--- config.mk ---
export PLATFORM = sky130hd
export DESIGN_NAME = div_reservation_station_flat
export DESIGN_NICKNAME = d
export VERILOG_FILES = /design/src/rtl/div_reservation_station_if.sv /design/src/rtl/div_reservation_station.sv /design/src/flat_wrapper.sv
export SDC_FILE = /design/constraint.sdc
export NUM_CORES = 1
export LEC_CHECK = 0
export ABC_AREA = 1
export CORE_UTILIZATION = 50
export DETAILED_ROUTE_END_ITERATION = 8
export PLACE_DENSITY = 0.71
export RECOVER_POWER = 50
export SYNTH_ARGS = -nofsm -noshare
export SYNTH_HDL_FRONTEND = slang
export SYNTH_SLANG_ARGS = --single-unit
--- constraint.sdc ---
create_clock -name clk -period 5.9 [get_ports clk]
set_input_delay 0.885 -clock clk [delete_from_list [all_inputs] [get_ports clk]]
set_output_delay 0.885 -clock clk [all_outputs]
set_load 0.02 [all_outputs]
--- src/rtl/div_reservation_station_if.sv ---
// Divide reservation station bus definitions.
//   div_rs_pkg   : decoded divide control payload.
//   div_rs_if    : dispatch port, CDB snoop port and issue port of the station.
//     master : upstream/environment side (drives dispatch, CDB, output_ready)
//     slave  : reservation station side (drives in_ready, alloc_rs_id, issue outputs)
package div_rs_pkg;
   typedef struct packed {
      logic is_signed;
      logic is_rem;
      logic is_word;
   } div_decode_t;
endpackage

interface div_rs_if #(
   parameter int unsigned RS_ID_WIDTH = 5
);
   // dispatch
   logic                          in_valid;
   logic                          in_ready;
   logic [RS_ID_WIDTH-1:0]        alloc_rs_id;
   logic [31:0]                   in_op1;
   logic [31:0]                   in_op2;
   logic                          in_op1_valid;
   logic                          in_op2_valid;
   logic [RS_ID_WIDTH-1:0]        in_op1_tag;
   logic [RS_ID_WIDTH-1:0]        in_op2_tag;
   div_rs_pkg::div_decode_t       in_control;
   logic [4:0]                    in_result_reg_addr;
   // common data bus
   logic                          cdb_valid;
   logic [RS_ID_WIDTH-1:0]        cdb_rs_id;
   logic [31:0]                   cdb_result;
   // issue to divider
   logic                          output_valid;
   logic                          output_ready;
   logic [RS_ID_WIDTH-1:0]        rs_id_out;
   logic [4:0]                    result_reg_addr_out;
   logic [31:0]                   op1;
   logic [31:0]                   op2;
   div_rs_pkg::div_decode_t       control;

   modport master (
      output in_valid, in_op1, in_op2, in_op1_valid, in_op2_valid, in_op1_tag, in_op2_tag,
             in_control, in_result_reg_addr, cdb_valid, cdb_rs_id, cdb_result, output_ready,
      input  in_ready, alloc_rs_id, output_valid, rs_id_out, result_reg_addr_out, op1, op2,
             control
   );

   modport slave (
      input  in_valid, in_op1, in_op2, in_op1_valid, in_op2_valid, in_op1_tag, in_op2_tag,
             in_control, in_result_reg_addr, cdb_valid, cdb_rs_id, cdb_result, output_ready,
      output in_ready, alloc_rs_id, output_valid, rs_id_out, result_reg_addr_out, op1, op2,
             control
   );
endinterface

--- src/rtl/div_reservation_station.sv ---
// Reservation station in front of the divide unit. Holds DEPTH entries that wait
// for operands via CDB snooping, issues READY entries lowest-index first through a
// registered valid/ready port, and frees an entry when its own tag is broadcast.
//   clk, rst : clock, synchronous active-high reset
//   bus      : div_rs_if slave (dispatch, CDB snoop, issue port)
module div_reservation_station
   import div_rs_pkg::*;
#(
   parameter int unsigned RS_ID_WIDTH = 5,
   parameter int unsigned DEPTH       = 4,
   parameter int unsigned RS_OFFSET   = 0
) (
   input  logic     clk,
   input  logic     rst,
   div_rs_if.slave  bus
);
   localparam int unsigned IDX_W = (DEPTH > 1) ? $clog2(DEPTH) : 1;

   typedef enum logic [1:0] {E_FREE, E_WAITING, E_READY, E_ISSUED} ent_state_e;

   typedef struct packed {
      logic [31:0]            op1;
      logic [31:0]            op2;
      logic [RS_ID_WIDTH-1:0] tag1;
      logic [RS_ID_WIDTH-1:0] tag2;
      logic                   pend1;
      logic                   pend2;
      div_decode_t            ctrl;
      logic [4:0]             rd;
   } entry_t;

   ent_state_e             st_q  [DEPTH];
   ent_state_e             st_d  [DEPTH];
   entry_t                 ent_q [DEPTH];
   entry_t                 ent_d [DEPTH];

   logic                   ov_q, ov_d;
   logic [RS_ID_WIDTH-1:0] oid_q, oid_d;
   logic [4:0]             ord_q, ord_d;
   logic [31:0]            oop1_q, oop1_d;
   logic [31:0]            oop2_q, oop2_d;
   div_decode_t            octrl_q, octrl_d;

   logic                   free_found_c, rdy_found_c;
   logic [IDX_W-1:0]       free_idx_c, rdy_idx_c;
   logic                   dispatch_c, load_en_c;
   entry_t                 new_ent_c;

   // Lowest-index FREE and READY entries (priority scan from the top down)
   always_comb begin
      free_found_c = 1'b0;
      free_idx_c   = '0;
      rdy_found_c  = 1'b0;
      rdy_idx_c    = '0;
      for (int k = int'(DEPTH) - 1; k >= 0; k--) begin
         if (st_q[k] == E_FREE) begin
            free_found_c = 1'b1;
            free_idx_c   = IDX_W'(k);
         end
         if (st_q[k] == E_READY) begin
            rdy_found_c = 1'b1;
            rdy_idx_c   = IDX_W'(k);
         end
      end
   end

   assign dispatch_c = bus.in_valid & free_found_c;
   assign load_en_c  = ~ov_q | bus.output_ready;

   // Incoming entry; a same-cycle CDB broadcast of a missing tag is forwarded
   always_comb begin
      new_ent_c       = '0;
      new_ent_c.ctrl  = bus.in_control;
      new_ent_c.rd    = bus.in_result_reg_addr;
      new_ent_c.tag1  = bus.in_op1_tag;
      new_ent_c.tag2  = bus.in_op2_tag;
      new_ent_c.op1   = bus.in_op1;
      new_ent_c.op2   = bus.in_op2;
      new_ent_c.pend1 = 1'b0;
      new_ent_c.pend2 = 1'b0;
      if (!bus.in_op1_valid) begin
         if (bus.cdb_valid && bus.cdb_rs_id == bus.in_op1_tag) new_ent_c.op1 = bus.cdb_result;
         else new_ent_c.pend1 = 1'b1;
      end
      if (!bus.in_op2_valid) begin
         if (bus.cdb_valid && bus.cdb_rs_id == bus.in_op2_tag) new_ent_c.op2 = bus.cdb_result;
         else new_ent_c.pend2 = 1'b1;
      end
   end

   // Entry state machines and issue register next state
   always_comb begin
      st_d    = st_q;
      ent_d   = ent_q;
      ov_d    = ov_q;
      oid_d   = oid_q;
      ord_d   = ord_q;
      oop1_d  = oop1_q;
      oop2_d  = oop2_q;
      octrl_d = octrl_q;

      for (int k = 0; k < int'(DEPTH); k++) begin
         case (st_q[k])
            E_FREE: begin
               if (dispatch_c && free_idx_c == IDX_W'(k)) begin
                  ent_d[k] = new_ent_c;
                  st_d[k]  = (new_ent_c.pend1 || new_ent_c.pend2) ? E_WAITING : E_READY;
               end
            end
            E_WAITING: begin
               if (bus.cdb_valid && ent_q[k].pend1 && ent_q[k].tag1 == bus.cdb_rs_id) begin
                  ent_d[k].op1   = bus.cdb_result;
                  ent_d[k].pend1 = 1'b0;
               end
               if (bus.cdb_valid && ent_q[k].pend2 && ent_q[k].tag2 == bus.cdb_rs_id) begin
                  ent_d[k].op2   = bus.cdb_result;
                  ent_d[k].pend2 = 1'b0;
               end
               if (!ent_d[k].pend1 && !ent_d[k].pend2) st_d[k] = E_READY;
            end
            E_READY: begin
               if (load_en_c && rdy_found_c && rdy_idx_c == IDX_W'(k)) st_d[k] = E_ISSUED;
            end
            E_ISSUED: begin
               // Tag compare against this entry's own global ID releases it
               if (bus.cdb_valid &&
                   bus.cdb_rs_id == RS_ID_WIDTH'(RS_OFFSET + unsigned'(k))) st_d[k] = E_FREE;
            end
            default: st_d[k] = E_FREE;
         endcase
      end

      if (load_en_c) begin
         if (rdy_found_c) begin
            ov_d    = 1'b1;
            oid_d   = RS_ID_WIDTH'(RS_OFFSET) + RS_ID_WIDTH'(rdy_idx_c);
            ord_d   = ent_q[rdy_idx_c].rd;
            oop1_d  = ent_q[rdy_idx_c].op1;
            oop2_d  = ent_q[rdy_idx_c].op2;
            octrl_d = ent_q[rdy_idx_c].ctrl;
         end else begin
            ov_d = 1'b0;
         end
      end
   end

   // State registers
   always_ff @(posedge clk) begin
      if (rst) begin
         for (int k = 0; k < int'(DEPTH); k++) begin
            st_q[k]  <= E_FREE;
            ent_q[k] <= '0;
         end
         ov_q    <= 1'b0;
         oid_q   <= '0;
         ord_q   <= '0;
         oop1_q  <= '0;
         oop2_q  <= '0;
         octrl_q <= '0;
      end else begin
         st_q    <= st_d;
         ent_q   <= ent_d;
         ov_q    <= ov_d;
         oid_q   <= oid_d;
         ord_q   <= ord_d;
         oop1_q  <= oop1_d;
         oop2_q  <= oop2_d;
         octrl_q <= octrl_d;
      end
   end

   assign bus.in_ready            = free_found_c;
   assign bus.alloc_rs_id         = RS_ID_WIDTH'(RS_OFFSET) + RS_ID_WIDTH'(free_idx_c);
   assign bus.output_valid        = ov_q;
   assign bus.rs_id_out           = oid_q;
   assign bus.result_reg_addr_out = ord_q;
   assign bus.op1                 = oop1_q;
   assign bus.op2                 = oop2_q;
   assign bus.control             = octrl_q;

endmodule

--- src/flat_wrapper.sv ---
// flat-port wrapper written by rule: the top's interface ports become plain ports
module div_reservation_station_flat import div_rs_pkg::*;
#(
   parameter int unsigned RS_ID_WIDTH = 5,
   parameter int unsigned DEPTH       = 4,
   parameter int unsigned RS_OFFSET   = 0
)
  (clk, rst, bus_in_valid, bus_in_op1, bus_in_op2, bus_in_op1_valid, bus_in_op2_valid, bus_in_op1_tag, bus_in_op2_tag, bus_in_control, bus_in_result_reg_addr, bus_cdb_valid, bus_cdb_rs_id, bus_cdb_result, bus_output_ready, bus_in_ready, bus_alloc_rs_id, bus_output_valid, bus_rs_id_out, bus_result_reg_addr_out, bus_op1, bus_op2, bus_control);
  div_rs_if #(.RS_ID_WIDTH(RS_ID_WIDTH)) bus_i ();
  input  logic clk;
  input  logic rst;
  input wire logic [$bits(bus_i.in_valid)-1:0] bus_in_valid;
  input wire logic [$bits(bus_i.in_op1)-1:0] bus_in_op1;
  input wire logic [$bits(bus_i.in_op2)-1:0] bus_in_op2;
  input wire logic [$bits(bus_i.in_op1_valid)-1:0] bus_in_op1_valid;
  input wire logic [$bits(bus_i.in_op2_valid)-1:0] bus_in_op2_valid;
  input wire logic [$bits(bus_i.in_op1_tag)-1:0] bus_in_op1_tag;
  input wire logic [$bits(bus_i.in_op2_tag)-1:0] bus_in_op2_tag;
  input wire logic [$bits(bus_i.in_control)-1:0] bus_in_control;
  input wire logic [$bits(bus_i.in_result_reg_addr)-1:0] bus_in_result_reg_addr;
  input wire logic [$bits(bus_i.cdb_valid)-1:0] bus_cdb_valid;
  input wire logic [$bits(bus_i.cdb_rs_id)-1:0] bus_cdb_rs_id;
  input wire logic [$bits(bus_i.cdb_result)-1:0] bus_cdb_result;
  input wire logic [$bits(bus_i.output_ready)-1:0] bus_output_ready;
  output wire logic [$bits(bus_i.in_ready)-1:0] bus_in_ready;
  output wire logic [$bits(bus_i.alloc_rs_id)-1:0] bus_alloc_rs_id;
  output wire logic [$bits(bus_i.output_valid)-1:0] bus_output_valid;
  output wire logic [$bits(bus_i.rs_id_out)-1:0] bus_rs_id_out;
  output wire logic [$bits(bus_i.result_reg_addr_out)-1:0] bus_result_reg_addr_out;
  output wire logic [$bits(bus_i.op1)-1:0] bus_op1;
  output wire logic [$bits(bus_i.op2)-1:0] bus_op2;
  output wire logic [$bits(bus_i.control)-1:0] bus_control;
  assign bus_i.in_valid = bus_in_valid;
  assign bus_i.in_op1 = bus_in_op1;
  assign bus_i.in_op2 = bus_in_op2;
  assign bus_i.in_op1_valid = bus_in_op1_valid;
  assign bus_i.in_op2_valid = bus_in_op2_valid;
  assign bus_i.in_op1_tag = bus_in_op1_tag;
  assign bus_i.in_op2_tag = bus_in_op2_tag;
  assign bus_i.in_control = bus_in_control;
  assign bus_i.in_result_reg_addr = bus_in_result_reg_addr;
  assign bus_i.cdb_valid = bus_cdb_valid;
  assign bus_i.cdb_rs_id = bus_cdb_rs_id;
  assign bus_i.cdb_result = bus_cdb_result;
  assign bus_i.output_ready = bus_output_ready;
  assign bus_in_ready = bus_i.in_ready;
  assign bus_alloc_rs_id = bus_i.alloc_rs_id;
  assign bus_output_valid = bus_i.output_valid;
  assign bus_rs_id_out = bus_i.rs_id_out;
  assign bus_result_reg_addr_out = bus_i.result_reg_addr_out;
  assign bus_op1 = bus_i.op1;
  assign bus_op2 = bus_i.op2;
  assign bus_control = bus_i.control;
  div_reservation_station #(.RS_ID_WIDTH(RS_ID_WIDTH), .DEPTH(DEPTH), .RS_OFFSET(RS_OFFSET)) u_core (.clk(clk), .rst(rst), .bus(bus_i));
endmodule
==> results_dict.tcl, run 1 <==
set metrics [dict create \
    status "finished with violations" \
    violations "capacitance limit, slew limit" \
    wl_per_cell_um 18.6 \
    first_pass_iters 7 \
    path_cells "buf_4 -> clkinvlp_4 -> clkbuf_1 -> o21ai_0 -> nor2_1" \
    dieArea_mm2 0.0467 \
    synth_ff_type "dfxtp_1" \
    synthTopCellsByCount "nand2_1 (1007), inv_1 (615), dfxtp_1 (419)" \
    synthTopCellsByArea "dfxtp_1 (37%), nand2_1 (16%), inv_1 (10%)" \
    vias_per_cell 5.51 \
    synthCells 3741 \
    gp_congestion 0.958 \
    seq_area_frac_synth_pct 36.6 \
    cts_resized 0 \
    vias 24500 \
    yosysMostFrequentCell "nand2_1" \
    ys_seq_elements 419 \
    maxCapViolCount 3 \
    finalSetupTns_ps 0 \
    slew_headroom_pct -94.1 \
    grt_use_total_pct 34.6 \
    fin_hold_ws_ps 463 \
    worstPathMaxFanout 157 \
    antenna_found_initial 3 \
    ant_nets 0 \
    final_nets 3952 \
    core-area_mm2 0.0453 \
    worst_pin_slew_ps 2910 \
    drive_gt1_share_pct 3.78 \
    drv_slew 269 \
    place_hpwl_mm 47.6 \
    grt_pass1_wl_mm 127 \
    pin_count 210 \
    num_rows 78 \
    synth_area_mm2 0.0229 \
    yosysUniqueCellTypes 36 \
    ir_drop_mv 0.362 \
    postLayoutCoreUtil_pct 58.5 \
    path_clk_slew_ps 60 \
    nFillCells 4554 \
    syn_avg_cell_area_um2 6.13 \
    async_reset_ff_share_pct 0 \
    drt_iter0_drc 2611 \
    leakagePower_nw 13.3 \
    rsz0062_at_grt "no" \
    hold_depth 2 \
    yosysTopAreaCell "dfxtp_1" \
    hold_buffers 0 \
    die_w_um 216 \
    fin_crit_sh_pct 78.7 \
    portBuffers 203 \
    synth_edf_count 0 \
    hold_path.class "register to register" \
    fmax_mhz 215 \
    initial_core_util_pct 50.6 \
    hold_viol 0 \
    startpoint_type "primary input" \
    cts_tree "yes" \
    routed_wl_mm 82.7 \
    worst_setup_path_end_kind "register" \
    grt_max_degree 158 \
    cpPeakStageDelay_ps 2300 \
    cts_htree_levels 2 \
    skew_ps 17.5 \
    power_density_mw_per_mm2 554 \
    cts_setup_buffers 0 \
    worstSetupPathType "primary input to register" \
    cts-root-buf "clkbuf_16" \
    cp_slowest_cell "clkinvlp_4" \
    clkLatencyLatePin_ps 590 \
    grt_overflow 0 \
    drc 0 \
    syn_to_final_growth_pct 15.4 \
    cp.arrival_ps 5100 \
    finalSetupViolCount 0 \
    die_height_um 216 \
    reg2reg_depth 9 \
    seq_area_mm2 0.00839 \
    cts_buffers 47 \
    cts_buffer_depth 3 \
    multi_input_area_mm2 0.0112 \
    period_needed_ps 4640 \
    synth_top_area_share_pct 36.6 \
    yosysWarnings 0 \
    grt_pass1_vias 22500 \
    reg2reg_slack_ps 1390 \
    cts_sinks 419 \
    crit_required_ps 6360 \
]
cell type report:
type,count,share of cell area (%)
well taps,600,2.84
repair buffers,242,8.74
inverters,626,8.89
multi-input cells,2473,42.4
diodes,2,0.0189
clock buffers,73,5.24
flip-flops and latches,419,31.7
clock inverters,7,0.142
layer usage:
| metal | track usage (%) | vias to the layer above | routed length, um |
|---|---|---|---|
| met5 | 0 | - | 0 |
| met4 | 17.6 | 0 | 3950 |
| met3 | 4.73 | 270 | 8910 |
| met2 | 55.3 | 1402 | 36700 |
| met1 | 45.5 | 11000 | 33100 |
| li1 | - | 11800 | - |
cell families (layout without fill, tap and decap cells):
| group | count (synthesis) | after routing | share of synthesized area [%] |
|---|---|---|---|
| simple gates | 1784 | 1784 | 31.7 |
| buf+inv | 854 | 948 | 14.8 |
| compound gates | 663 | 663 | 15.8 |
| flops | 419 | 419 | 36.6 |
| fa+ha+maj | 17 | 17 | 0.928 |
| xor+xnor | 3 | 3 | 0.115 |
| other cells | 1 | 8 | 0.0164 |
path summary, 6_finish.rpt:
| check | start | endpoint |
|---|---|---|
| setup / recovery | rst | u_core.bus.op1[9] |
| hold / removal | u_core.ent_q[168] | u_core.ent_q[168] |
| setup reg to reg | u_core.st_q[2] | u_core.bus.control[1] |
| hold reg to reg | u_core.ent_q[168] | u_core.ent_q[168] |
sequential cells by signal, summed over array words and instances (netlist names):
| signal | flops |
|---|---|
| u_core.ent_q | 336 |
| u_core.bus.op1 | 32 |
| u_core.bus.op2 | 32 |
| u_core.st_q | 8 |
| u_core.bus.result_reg_addr_out | 5 |
| u_core.bus.control | 3 |
| u_core.bus.rs_id_out | 2 |
| u_core.bus.output_valid | 1 |
cells in the final DEF (no fill, tap or decap), types with 7 or more instances in the layout:
| cell | n |
|---|---|
| nand2_2 | 9 |
| buf_4 | 37 |
| inv_2 | 8 |
| clkbuf_8 | 7 |
| o221ai_1 | 32 |
| o21ai_0 | 160 |
| clkbuf_1 | 18 |
| inv_1 | 614 |
| nor2_4 | 8 |
| a31oi_1 | 34 |
| clkdlybuf4s50_1 | 127 |
| a221oi_1 | 30 |
| nand2_1 | 1004 |
| ha_1 | 13 |
| nand4_1 | 36 |
| nand3_1 | 303 |
| clkbuf_16 | 49 |
| dlygate4sd3_1 | 75 |
| a21oi_1 | 392 |
| nor2_1 | 410 |
| dfxtp_1 | 419 |
critical path, delay by kind of cell:
kind	cells	cell delay, ps
AO/OA/AOI/OAI	1	270
buffers and inverters	3	3810
AND/OR/NAND/NOR	1	90
stage by stage:
stage	worst slack (ps)	area, um^2	instances	power [mW]
final	1260	26500	4442	14.7
after global routing	1040	26500	4442	15.6
after CTS	2220	26500	4440	14.6
after detailed placement	1900	25100	4360	11.7
after global placement	1980	25100	4360	11.7
after floorplan	3560	22900	3746	9.22
power by group:
group          switching, mW  leakage [nW]  total, mW  internal, mW
Combinational           5.38          9.18       7.61          2.23
Sequential             0.450          3.43       4.23          3.78
Clock                   1.22         0.698       2.82          1.60
Total                   7.05          13.3       14.7          7.61
Note: power is estimated with default switching activity, not from simulation.
==> run 2, diff against run 1 <==
- PLACE_DENSITY: 0.71 -> 0.74
- clock period: 5.9 -> 4.1 ns (I/O delays scaled with it)
==> results_dict.tcl, run 2 (synthesized netlist as in run 1, its figures left out) <==
set metrics [dict create \
    internal_power_mw 11.6 \
    finalSetupTns_ps 0 \
    core-area_mm2 0.0453 \
    hold_buffers 0 \
    hold_viol 0 \
    grt_use_total_pct 34.2 \
    slew_headroom_pct -26.3 \
    cts_htree_levels 2 \
    switching_share_pct 46.6 \
    maxCapViolCount 1 \
    antenna_found_initial 2 \
    initial_core_util_pct 50.6 \
    num_rows 78 \
    placed_cells 4375 \
    grt_pass1_vias 22800 \
    worstSetupPathType "register to register" \
    drive_gt1_share_pct 4.27 \
    worst_setup_path_end_kind "register" \
    cp.arrival_ps 3890 \
    cts-root-buf "clkbuf_16" \
    leakagePower_nw 13.6 \
    cts_setup_buffers 0 \
    instances_no_fill 4465 \
    place_hpwl_mm 47.2 \
    clkPwrFrac_pct 21.5 \
    die_height_um 216 \
    p_switching_mw 10.1 \
    period_needed_ps 3370 \
    cts_resized 0 \
    vias_per_cell 5.47 \
    finalSetupViolCount 0 \
    cts_tree "yes" \
    syn_to_final_growth_pct 17.5 \
    crit_required_ps 4620 \
    routed_wl_mm 81.3 \
    violations "capacitance limit, slew limit" \
    clkLatencyLatePin_ps 600 \
    dieArea_mm2 0.0467 \
    die_w_um 216 \
    gp_congestion 0.944 \
    final_common_cell "nand2_1" \
    fmax_mhz 297 \
    ant_nets 0 \
    grt_overflow 0 \
    status "finished with violations" \
    cts_sinks 419 \
    final_nets 3968 \
    drt_iter0_drc 2557 \
    skew_ps 19.8 \
    worst_pin_slew_ps 1890 \
    worstPathMaxFanout 64 \
    rsz0062_at_grt "no" \
    hold_path.class "register to register" \
    grt_pass1_wl_mm 126 \
    fin_total_pwr_mw 21.6 \
    place_ws_ps 725 \
    power_density_mw_per_mm2 804 \
    cts_buffers 48 \
    ir_drop_mv 0.713 \
    timing.final.ws_setup_ps 730 \
    p_comb_share_pct 50.4 \
    nFillCells 4462 \
    seqPwrFrac_pct 28.1 \
    regMostFlops "u_core.ent_q" \
    portBuffers 203 \
    startpoint_type "register" \
    vias 24400 \
    largest_register_ffs 336 \
    cts_buffer_depth 3 \
    drv_slew 76 \
    final_cell_mix "nand2_1 (1006), inv_1 (617), dfxtp_1 (419)" \
    first_pass_iters 6 \
    grt_max_degree 144 \
    pin_count 210 \
    drc 0 \
    path_clk_slew_ps 60 \
    fin_crit_sh_pct 82.2 \
    wl_per_cell_um 18.2 \
]
run 2: cell count changes in the layout (fill, tap and decap cells not counted), moves of 4 or more:
cell,previous run,this run
buf_12,0,9
bufinv_16,0,6
inv_2,8,4
nor2_1,410,415
clkbuf_1,18,11
clkbuf_8,7,14
run 2: routing by layer:
layer	routed length [um]	up-vias	global-route usage, %
met5	0	-	0
met4	4570	0	18.3
met3	9110	305	5.99
met2	35300	1396	54.5
met1	32300	10900	43.9
li1	-	11900	-
run 2: worst max-delay path, stage by stage (launching register included):
cell	delay, ps
dfxtp_1	360
inv_1	90
ha_1	320
nor2_1	230
clkinv_1	100
nor2_1	190
inv_1	110
nor2_1	160
nand2_2	80
buf_4	230
nor2_1	150
clkbuf_4	880
nand3_1	200
a21oi_1	180
run 2: final timing paths:
path	startpoint	end	slack, ps	depth (start not counted)
hold reg to reg	u_core.ent_q[171]	u_core.ent_q[171]	460	2
hold / removal	u_core.ent_q[171]	u_core.ent_q[171]	460	2
setup / recovery	u_core.st_q[6]	u_core.ent_q[151]	730	13
setup reg to reg	u_core.st_q[6]	u_core.ent_q[151]	730	13
run 2: metrics by stage:
stage | hold slack (ps) | util [%] | area, um^2
6_report | 462 | 59.5 | 26900
5_1_grt | 481 | 59.5 | 26900
4_1_cts | 462 | 59.7 | 27000
3_5_place_dp | 452 | 55.9 | 25300
3_3_place_gp | 450 | 55.9 | 25300
2_1_floorplan | 436 | - | 22900
run 2: final cells by class:
class,instances,area [um^2],share of cell area [%]
Tap cell,600,751,2.79
Antenna cell,2,5.00,0.0186
Multi-Input combinational cell,2473,11200,41.6
Inverter,626,2360,8.75
Clock buffer,70,1450,5.36
Sequential cell,419,8390,31.1
Clock inverter,18,255,0.948
Timing Repair Buffer,257,2520,9.37
run 2: power groups by stage:
stage	Sequential, mW	Combinational (mW)	Clock (mW)
floorplan	6.24	7.03	0
global placement	6.12	10.7	0
detailed placement	6.14	10.7	0
CTS	6.07	10.8	4.67
global route	6.20	12.0	4.86
finish	6.08	10.9	4.65
